### config.mk
export PLATFORM = sky130hd
export DESIGN_NAME = mem_io_bridge
export DESIGN_NICKNAME = d
export VERILOG_FILES = /design/src/rtl/mem_io_bridge.sv
export SDC_FILE = /design/constraint.sdc
export NUM_CORES = 1
export LEC_CHECK = 0
export BUFFER_PORTS_ARGS = -buffer_cell sky130_fd_sc_hd__buf_2
export CAP_MARGIN = 20
export CORE_MARGIN = 1.5
export CORE_UTILIZATION = 48
export DETAILED_ROUTE_END_ITERATION = 16
export MAX_ROUTING_LAYER = met4
export PLACE_DENSITY = 0.83
export SLEW_MARGIN = 20
export SYNTH_ARGS = -nofsm -noshare
export SYNTH_HDL_FRONTEND = slang
export SYNTH_SLANG_ARGS = --single-unit
### constraint.sdc
create_clock -name clk -period 3.3 [get_ports clk]
set_clock_uncertainty 0.1 [all_clocks]
set_input_delay 0.495 -clock clk [delete_from_list [all_inputs] [get_ports clk]]
set_output_delay 0.495 -clock clk [all_outputs]
set_load 0.02 [all_outputs]
### src/rtl/mem_io_bridge.sv
// mem_io_bridge
//   Decodes the CPU memory port into block RAM accesses (addresses below
//   IO_BASE) and a small memory-mapped I/O block. The I/O block has an LED
//   register, synchronised switches, a TX byte FIFO and a status register.
//   Every target is read with the same 1-cycle latency: the address is
//   presented in cycle N and mem_out carries the data in cycle N+1.
//
// Ports
//   clk        system clock, rising edge
//   reset      synchronous, active-high reset
//   mem_addr   CPU address
//   writedata  CPU write data
//   MEM_WR_S   CPU write enable
//   mem_out    read data returned to the CPU (cycle after the address)
//   ram_addr   block RAM address (mem_addr passed through)
//   ram_din    block RAM write data (writedata passed through)
//   ram_we     block RAM write enable, RAM space only
//   ram_dout   block RAM registered read data
//   switches   raw asynchronous switch inputs
//   leds       LED register
//   tx_data    TX FIFO head byte
//   tx_valid   TX FIFO non-empty
//   tx_ready   consumer takes the head byte this cycle
//
// I/O map (offset from IO_BASE)
//   0x00 LED     R/W
//   0x01 SW      R
//   0x02 TXDATA  W (push one byte)
//   0x03 STATUS  R {overflow, full, empty, count}; any write clears overflow

module mem_io_bridge #(
  parameter int                 WIDTH   = 16,
  parameter logic [WIDTH-1:0]   IO_BASE = 16'hFF00,
  parameter int                 FIFO_AW = 3,
  parameter int                 LED_W   = 10
) (
  input  logic             clk,
  input  logic             reset,
  input  logic [WIDTH-1:0] mem_addr,
  input  logic [WIDTH-1:0] writedata,
  input  logic             MEM_WR_S,
  output logic [WIDTH-1:0] mem_out,
  output logic [WIDTH-1:0] ram_addr,
  output logic [WIDTH-1:0] ram_din,
  output logic             ram_we,
  input  logic [WIDTH-1:0] ram_dout,
  input  logic [LED_W-1:0] switches,
  output logic [LED_W-1:0] leds,
  output logic [7:0]       tx_data,
  output logic             tx_valid,
  input  logic             tx_ready
);

  localparam int               DEPTH   = 1 << FIFO_AW;
  localparam logic [FIFO_AW:0] CNT_MAX = {1'b1, {FIFO_AW{1'b0}}};
  localparam logic [WIDTH-1:0] OFF_LED = WIDTH'(0);
  localparam logic [WIDTH-1:0] OFF_SW  = WIDTH'(1);
  localparam logic [WIDTH-1:0] OFF_TX  = WIDTH'(2);
  localparam logic [WIDTH-1:0] OFF_ST  = WIDTH'(3);

  logic [7:0]         fifo_mem [DEPTH];
  logic [FIFO_AW-1:0] wr_ptr, rd_ptr;
  logic [FIFO_AW:0]   count;
  logic               overflow;
  logic [LED_W-1:0]   sw_meta, sw_sync;
  logic               sel_io;
  logic [WIDTH-1:0]   io_rd_q;
  logic [WIDTH-1:0]   io_rd_next;

  logic             is_io;
  logic [WIDTH-1:0] offset;
  logic             io_wr;
  logic             full, empty;
  logic             push, pop, accept;

  assign is_io    = (mem_addr >= IO_BASE);
  assign offset   = mem_addr - IO_BASE;
  assign io_wr    = MEM_WR_S & is_io;

  assign ram_addr = mem_addr;
  assign ram_din  = writedata;
  assign ram_we   = MEM_WR_S & ~is_io;

  assign full     = (count == CNT_MAX);
  assign empty    = (count == '0);
  assign tx_valid = ~empty;
  assign tx_data  = fifo_mem[rd_ptr];

  // A full FIFO can still take a byte when the head leaves in the same cycle.
  assign pop      = tx_valid & tx_ready;
  assign push     = io_wr & (offset == OFF_TX);
  assign accept   = push & (~full | pop);

  assign mem_out  = sel_io ? io_rd_q : ram_dout;

  // Value an I/O read would return right now; captured at the clock edge so
  // the CPU sees it one cycle later, matching the RAM latency.
  always_comb begin
    io_rd_next = '0;
    if (offset == OFF_LED) begin
      io_rd_next = {{(WIDTH-LED_W){1'b0}}, leds};
    end else if (offset == OFF_SW) begin
      io_rd_next = {{(WIDTH-LED_W){1'b0}}, sw_sync};
    end else if (offset == OFF_ST) begin
      io_rd_next = {{(WIDTH-FIFO_AW-4){1'b0}}, overflow, full, empty, count};
    end
  end

  // Read-select register, I/O read register, LEDs and switch synchroniser.
  always_ff @(posedge clk) begin
    if (reset) begin
      sel_io  <= 1'b0;
      io_rd_q <= '0;
      leds    <= '0;
      sw_meta <= '0;
      sw_sync <= '0;
    end else begin
      sel_io  <= is_io;
      io_rd_q <= is_io ? io_rd_next : '0;
      sw_meta <= switches;
      sw_sync <= sw_meta;
      if (io_wr && offset == OFF_LED) begin
        leds <= writedata[LED_W-1:0];
      end
    end
  end

  // FIFO pointers, occupancy and sticky overflow flag.
  always_ff @(posedge clk) begin
    if (reset) begin
      wr_ptr   <= '0;
      rd_ptr   <= '0;
      count    <= '0;
      overflow <= 1'b0;
    end else begin
      if (accept) begin
        wr_ptr <= wr_ptr + FIFO_AW'(1);
      end
      if (pop) begin
        rd_ptr <= rd_ptr + FIFO_AW'(1);
      end
      if (accept && !pop) begin
        count <= count + (FIFO_AW+1)'(1);
      end else if (pop && !accept) begin
        count <= count - (FIFO_AW+1)'(1);
      end
      if (io_wr && offset == OFF_ST) begin
        overflow <= 1'b0;
      end else if (push && !accept) begin
        overflow <= 1'b1;
      end
    end
  end

  // FIFO storage needs no reset; stale bytes are hidden by count.
  always_ff @(posedge clk) begin
    if (accept) begin
      fifo_mem[wr_ptr] <= writedata[7:0];
    end
  end

endmodule

# Word-level counts from Yosys, hierarchy flattened
# Memory sizes are Yosys's and may differ from the RTL's. A register that Yosys moved wholly into a read port is not among the register bits.
# Index checks and enable logic that the tools add are counted.
# classes
add_sub_neg,5
order_cmp,1
eq_ne,4
muxes,10
bitwise,9
reduce_logical,13
# ops
op,n
$eq 16x2->1 const B,2
$mux 10,2
$eq 16x1->1 const B,1
$ge 16x16->1 const B,1
$logic_not 16->1,1
$mux 16,1
$sub 16x16->16 const B,1
$mux 4,2
$mux 7,1
$add 3x1->3 const B,2
$mux 3,2
$and 1x1->1,5
$logic_and 1x1->1,5
$add 4x1->4 const B,1
$eq 4x4->1 const B,1
$logic_not 4->1,1
$reduce_or 2->1,2
$reduce_or 4->1,1
$sub 4x1->4 const B,1
$not 1->1,3
$logic_not 1->1,2
$mux 1,2
$reduce_bool 2->1,1
$or 1x1->1,1
# word_totals
ff_bits,58
ram_bits,64
inputBits,62
output_inout_bits,68
n_memories,1
# memory_table
name,words,width,read_ports,rd_ports_with_merged_regs,write_ports,line,text
fifo_mem,8,8,1,1,1,61,logic [7:0] fifo_mem [DEPTH];

# Longest topological paths before layout
# Gate-level depths: netlist of the first run.
# logic_depth
depth_word,9
depth_mapped,13
depth_no_buf,11

# Worst setup path before layout of the first run
# Ideal clock, no wire load.
# synth_timing
path_kind,input port to flip-flop
startpoint,input mem_addr[5]
endpoint,register count[3]
setup_time_ns,0.121
arrival_ns,3.195
required_time_ns,3.079
path_slack_ns,-0.116
cell_stages,13
path_buffers,2
cell_sequence,or4_4 -> or3_1 -> buf_2 -> or2_1 -> buf_2 -> inv_2 -> ha_1 -> inv_1 -> ha_1 -> a21oi_1 -> a211oi_1 -> a31oi_1 -> mux2_2
# synth_via
elab_chain_len,7
# synth_lines
element,line,text
"start, declared",39,"input logic [WIDTH-1:0] mem_addr,"
$sub 16x16->16 / $ge 16x16->1 (equally long branches),"77, 76",
$eq 16x2->1 / $and 1x1->1 (equally long branches),"91, 78",
$and 1x1->1 *,91,assign push = io_wr & (offset == OFF_TX);
$and 1x1->1 *,92,assign accept = push & (~full | pop);
via accept,74,"logic push, pop, accept;"
$logic_not 1->1,144,end else if (pop && !accept) begin
$logic_and 1x1->1,144,
$reduce_bool 2->1 (no source line),-,
"end signal, assigned",143,count <= count + (FIFO_AW+1)'(1);
"end signal, assigned",145,count <= count - (FIFO_AW+1)'(1);
"end, declared",63,logic [FIFO_AW:0] count;
# Mark *: on every way through the listed nets, which the timed path passes. The rest lies on a longest branch.
# A chain may end at the register's enable or synchronous reset.

# Worst setup path in the final report of the first run
# layout_timing
startpoint,register count[0]
endpoint,register count[3]
# layout_via
elab_chain_len,8
# layout_lines
element,line,text
$logic_not 4->1,85,assign empty = (count == '0);
$not 1->1,86,assign tx_valid = ~empty;
$and 1x1->1,90,assign pop = tx_valid & tx_ready;
$or 1x1->1 *,92,
$and 1x1->1 *,92,
via accept,74,
$logic_not 1->1,144,
$logic_and 1x1->1,144,
$reduce_bool 2->1 (no source line),-,
# Mark *: on every way through the listed nets, which the timed path passes. The rest lies on a longest branch. The select of a mux whose other input is x is not followed.

==> out/metrics.yaml, run 1 <==
clockBufferDepth: 2
seq_area_frac_synth_pct: 59.46
synthTopCellsByArea: "edfxtp_1 38%, dfxtp_1 22%, mux4_2 7.1%"
synth_ff_type: "edfxtp_1"
ir_worst_vdd_v: 0.0002749
wl_per_cell_um: 17.22
grt_antenna_before_repair: 0
path_common_cell: "inv_2"
path_class: "reg2reg"
cts_hold_buf: 0
drt_first_pass_iters: 5
cp_slowest_cell: "or4b_1"
yosys-top-cells-count: "64 x edfxtp_1, 55 x dfxtp_1, 32 x buf_4, 28 x nor2b_1, 20 x nand2b_1"
finalCritPeriodShare_pct: 95.19
post_cts_buffers: 0
critPathCaptureType: "flip-flop"
die_w_um: 105.9
cap_viol_max_count: 0
io_buffer_count: 117
drc: 0
final_nets: 544
clock_latency_ns: 0.51
rsz0062_at_grt: "false"
synth_fp_nets: 449
ioPinCount: 130
drt_iter0_drc: 238
leakage_nw: 2.322
initial_core_util_pct: 49.46
synthToLayoutAreaGrowth_pct: 21.90
dp.final_hpwl_um: 7375
cp.required_ns: 3.59
detail-route-antenna-nets: 0
setup_violations: 0
slew_headroom_pct: 36.23
layout-drive-gt1-share_pct: 42.33
synth_most_common_cell: "edfxtp_1"
die-area_um2: 11220
synth_top_area_cell: "edfxtp_1"
cts_resized: 0
clock-root-buffer: "clkbuf_8"
die_h_um: 105.9
path_delay_family: "compound AO/OA/AOI/OAI gates"
max_stage_delay_ns: 0.61
hold_viol: 0
synth_edf_count: 64
min_period_ns: 3.141
yosys_warnings: 0
row_count: 37
tns_ns: 0
grt_pass1_wl_um: 16790
path_max_fanout: 6
synth.distinct_cells: 45
overflow: 0
syn-cell-area_um2: 5084
antennaDiodeCount: 0
worstPathCellList: "or4b_1 -> o2111ai_1 -> or2_1 -> inv_2 -> ha_1 -> inv_2 -> ha_4 -> a21oi_2 -> a211oi_1 -> a31oi_1 -> mux2_2"
hold_class: "in2reg"
clkTransAtPathRegs_ns: 0.06
grt_util_all_layers_pct: 20.81
ys_seq_elements: 119
numCtsBuffers: 17
r2r_slack_ns: 0.16
instances_no_fill: 625
routed_wl_um: 10760
place.gp.congestion: 0.7657
num_vias: 3348
first_global_vias: 3281
max_freq_ghz: 0.3184
htree_num_levels: 4
synth_top_area_share_pct: 37.80
power_density_nw_per_um2: 621.8
viasPerCell: 5.357
avgSynthCellArea_um2: 13.34
coreArea_um2: 10280
arrival_ns: 3.44
utilization_pct: 60.30
async_flop_share_pct: 0
worst-path-buf-inv: 2
dpl.cell_count: 593
finalMaxSlewViolations: 0
netlist_instances: 381
worstMarginPinSlew_ns: 0.9478
grt_max_degree: 56
cts_tree: "built"
cp-start-kind: "flip-flop"
cts.sinks: 119
status: "finished clean"
==> registers in the layout, indices dropped and copies added, names as in the netlist, named ones only <==
| signal | cells |
|---|---|
| leds | 10 |
| rd_ptr | 3 |
| fifo_mem | 64 |
| count | 4 |
| sw_meta | 10 |
| overflow | 1 |
| wr_ptr | 3 |
| sw_sync | 10 |
| io_rd_q | 10 |
| sel_io | 1 |
==> cells by family (layout without fill, tap and decap cells) <==
group	count (synthesis)	after routing	synth area share, %
fa+ha+maj	6	6	1.624
flops	119	119	59.46
buf+inv	60	168	6.891
xor+xnor	4	4	0.6893
simple gates	108	108	13.34
mux	50	50	14.25
compound gates	34	34	3.741
==> worst paths after layout <==
kind / startpoint / end / cells after the start
hold / removal: switches[6] / sw_meta[6] / 2
setup / recovery: count[0] / count[3] / 11
hold reg to reg: sw_meta[2] / sw_sync[2] / 1
setup reg to reg: count[0] / count[3] / 11
==> cell usage in the layout, fill, tap and decap left out, types with 2 or more instances in the layout <==
cell type,netlist,routed
xor2_1,3,3
nand3_1,3,3
inv_1,6,5
or3_2,2,2
nor2_1,14,14
buf_4,32,12
a21oi_1,12,11
nor4_1,7,7
nand2_1,10,10
clkbuf_8,0,6
dfxtp_1,55,55
nor3_1,3,3
nand2b_1,20,20
mux2i_1,15,15
edfxtp_1,64,64
o21ai_0,14,14
a211oi_1,2,2
buf_2,4,117
clkinvlp_4,0,2
a31oi_1,2,2
inv_2,1,2
clkinv_2,0,4
mux2_2,19,19
clkbuf_16,0,18
clkbuf_1,15,2
or4_1,3,3
nand4_1,2,2
or3_1,2,2
nor4b_2,3,3
nor2b_1,28,28
mux4_2,16,16
ha_1,5,4
or2_2,2,2
==> routing by layer <==
layer  vias to the layer above  part of all wire, %  GRT usage, %  routed length [um]
met1                      1627                   40         24.08                4354
met4                         0                  1.8         8.012                 195
met3                        20                  6.4         5.763                 694
met2                       161                   51         34.65                5519
li1                       1540                    -             -                   -
met5                         -                    0             -                   0
==> power by group <==
| part | switching (mW) | internal [mW] |
|---|---|---|
| Sequential | 0.0446 | 1.59 |
| Clock | 0.606 | 1.11 |
| Combinational | 0.264 | 0.238 |
==> layout make-up <==
cell class / count / area (um^2)
well taps: 136 / 170.2
flip-flops and latches: 119 / 3023
clock buffers: 26 / 540.5
clock inverters: 6 / 35.03
multi-input cells: 202 / 1727
fillers: 818 / 4080
repair buffers: 129 / 675.6
inverters: 7 / 26.28
==> through the flow <==
step | cell area, um^2 | setup WS [ns] | power [mW] | hold WS, ns
after CTS | 6197 | 0.1739 | 3.883 | 0.07791
after detailed placement | 5622 | -0.002138 | 2.176 | 0.3220
after floorplan | 5100 | 0.02033 | 2.045 | 0.3138
final | 6197 | 0.1588 | 3.854 | 0.09360
after global routing | 6197 | 0.03217 | 3.998 | 0.08087
after global placement | 5622 | 0.1193 | 2.152 | 0.3183
Power figures use the tool's default switching activity.
==> run 2, diff against run 1 <==
- RECOVER_POWER: default -> 25
- SETUP_SLACK_MARGIN: default -> 0.3
==> run 2 against run 1 <==
Against the previous run:
- maximum frequency rose by 11%
- largest cell class unchanged
- count of clock-buffer cells in the layout shrank 5
- global-route usage is 0.86 points lower
==> out/metrics.yaml, run 2 (same netlist as run 1, synthesis figures left out) <==
hold_viol: 0
io_buffer_count: 117
synthToLayoutAreaGrowth_pct: 23.09
worstMarginPinSlew_ns: 0.9017
path_class: "reg2reg"
grt_max_degree: 55
post_cts_buffers: 0
drt_first_pass_iters: 4
met3_usage_pct: 5.273
largest_register_ffs: 64
detail-route-antenna-nets: 0
seqCellArea_um2: 3024
ir_worst_vdd_v: 0.0003945
coreArea_um2: 10280
regMostFlops: "fifo_mem"
row_count: 37
power_density_nw_per_um2: 634.7
final_nets: 544
r2r_slack_ns: 0.46
place_ws_ns: 0.07248
numCtsBuffers: 17
htree_num_levels: 4
num-fill-cells: 809
utilization_pct: 60.88
r2r_start: "count[1]"
finalMaxSlewViolations: 0
setup_violations: 0
place_area_um2: 5637
cp-start-kind: "flip-flop"
die_h_um: 105.9
ioPinCount: 130
arrival_ns: 3.14
worstPathCellList: "or4b_4 -> o2111ai_4 -> or2_1 -> inv_2 -> ha_4 -> inv_2 -> ha_4 -> a21oi_2 -> a211oi_1 -> a31oi_1 -> mux2_2"
gr-max-usage-layer: "met2"
critPathCaptureType: "flip-flop"
final_cell_mix: "109 x buf_2, 64 x edfxtp_1, 54 x dfxtp_1"
reg2regPathDepth: 11
clock_latency_ns: 0.51
drc: 0
grt_pass1_wl_um: 16240
cap_viol_max_count: 0
die_w_um: 105.9
multi_input_area_um2: 1763
num_vias: 3286
grt_use_met2_pct: 32.05
routed_wl_um: 10490
endpoint: "count[3]"
gr-usage-met1_pct: 24.65
drt_iter0_drc: 137
worst_slack_ns: 0.4618
place.gp.congestion: 0.7616
first_global_vias: 3140
leakage_nw: 2.322
hp-start: "MEM_WR_S"
final_common_cell: "buf_2"
initial_core_util_pct: 49.46
path_max_fanout: 6
cts_tree: "built"
die-area_um2: 11220
hold_class: "in2reg"
clock-root-buffer: "clkbuf_8"
finalCritPeriodShare_pct: 86.01
tns_ns: 0
clkTransAtPathRegs_ns: 0.06
cp.required_ns: 3.60
final_area_um2: 6257
min_period_ns: 2.838
dp.final_hpwl_um: 6936
clockBufferDepth: 2
cts.sinks: 119
status: "finished clean"
max_stage_delay_ns: 0.58
cp_slowest_cell: "or4b_4"
overflow: 0
crit_path_start: "count[1]"
viasPerCell: 5.258
layout-drive-gt1-share_pct: 42.13
grt_util_all_layers_pct: 19.95
wl_per_cell_um: 16.79
max_freq_ghz: 0.3523
antennaDiodeCount: 0
slew_headroom_pct: 39.33
r2r_end: "count[3]"
grt_antenna_before_repair: 0
rsz0062_at_grt: "false"
==> run 2: cell count changes in the layout (fill, tap and decap cells not counted), sizes merged <==
cell,delta
inv,+5
clkinvlp,-1
bufinv,+1
clkbuf,+3
buf,-8
==> run 2: power by group <==
part	switching [mW]	internal, mW	total [mW]
Combinational	0.264	0.244	0.508
Clock	0.663	1.16	1.82
Sequential	0.0458	1.60	1.64
==> run 2: cell type report <==
class                   instances  area share (%)
multi-input cells             202           28.17
flip-flops and latches        119           48.33
well taps                     136           2.719
clock buffers                  21           8.038
clock inverters                11           1.680
inverters                       7          0.4199
repair buffers                129           10.64
==> run 2: worst min path at each step <==
stage          cells past startpoint  slack, ns    endpoint
2_1_floorplan                      1       0.31  sw_sync[0]
3_3_place_gp                       1       0.32  sw_sync[4]
3_5_place_dp                       1       0.32  sw_sync[0]
4_1_cts                            2       0.07    overflow
5_1_grt                            2       0.08  sw_meta[9]
6_report                           2       0.09    overflow
==> run 2: repair_timing <==
action                                  4_1_cts  5_1_grt
cloned                                        0        0
pin swaps                                     0        0
hold buffers                                  0        0
endpoints found under the setup margin        1        1
resized for setup                             1        3
==> run 2: per-stage QoR <==
step | hold slack, ns | total power [mW] | cells
final | 0.08585 | 3.972 | 625
after floorplan | 0.3138 | 2.049 | 381
after detailed placement | 0.3223 | 2.177 | 593
after global placement | 0.3156 | 2.156 | 593
after CTS | 0.07026 | 3.997 | 625
after global routing | 0.08164 | 4.106 | 625
==> run 2: per-layer routing <==
layer,vias to the layer above,share of wire (%)
li1,1551,-
met2,152,50
met3,19,6.5
met4,0,1.6
met5,-,0
met1,1564,42
==> run 2: critical path: cells and delay by family, from the launching register on <==
kind / cells / cell delay [ns]
multiplexers: 1 / 0.35
adder cells (fa/ha/maj): 2 / 0.37
buffers and inverters: 2 / 0.14
AO/OA/AOI/OAI: 4 / 0.65
flip-flops: 1 / 0.38
AND/OR/NAND/NOR: 2 / 0.75
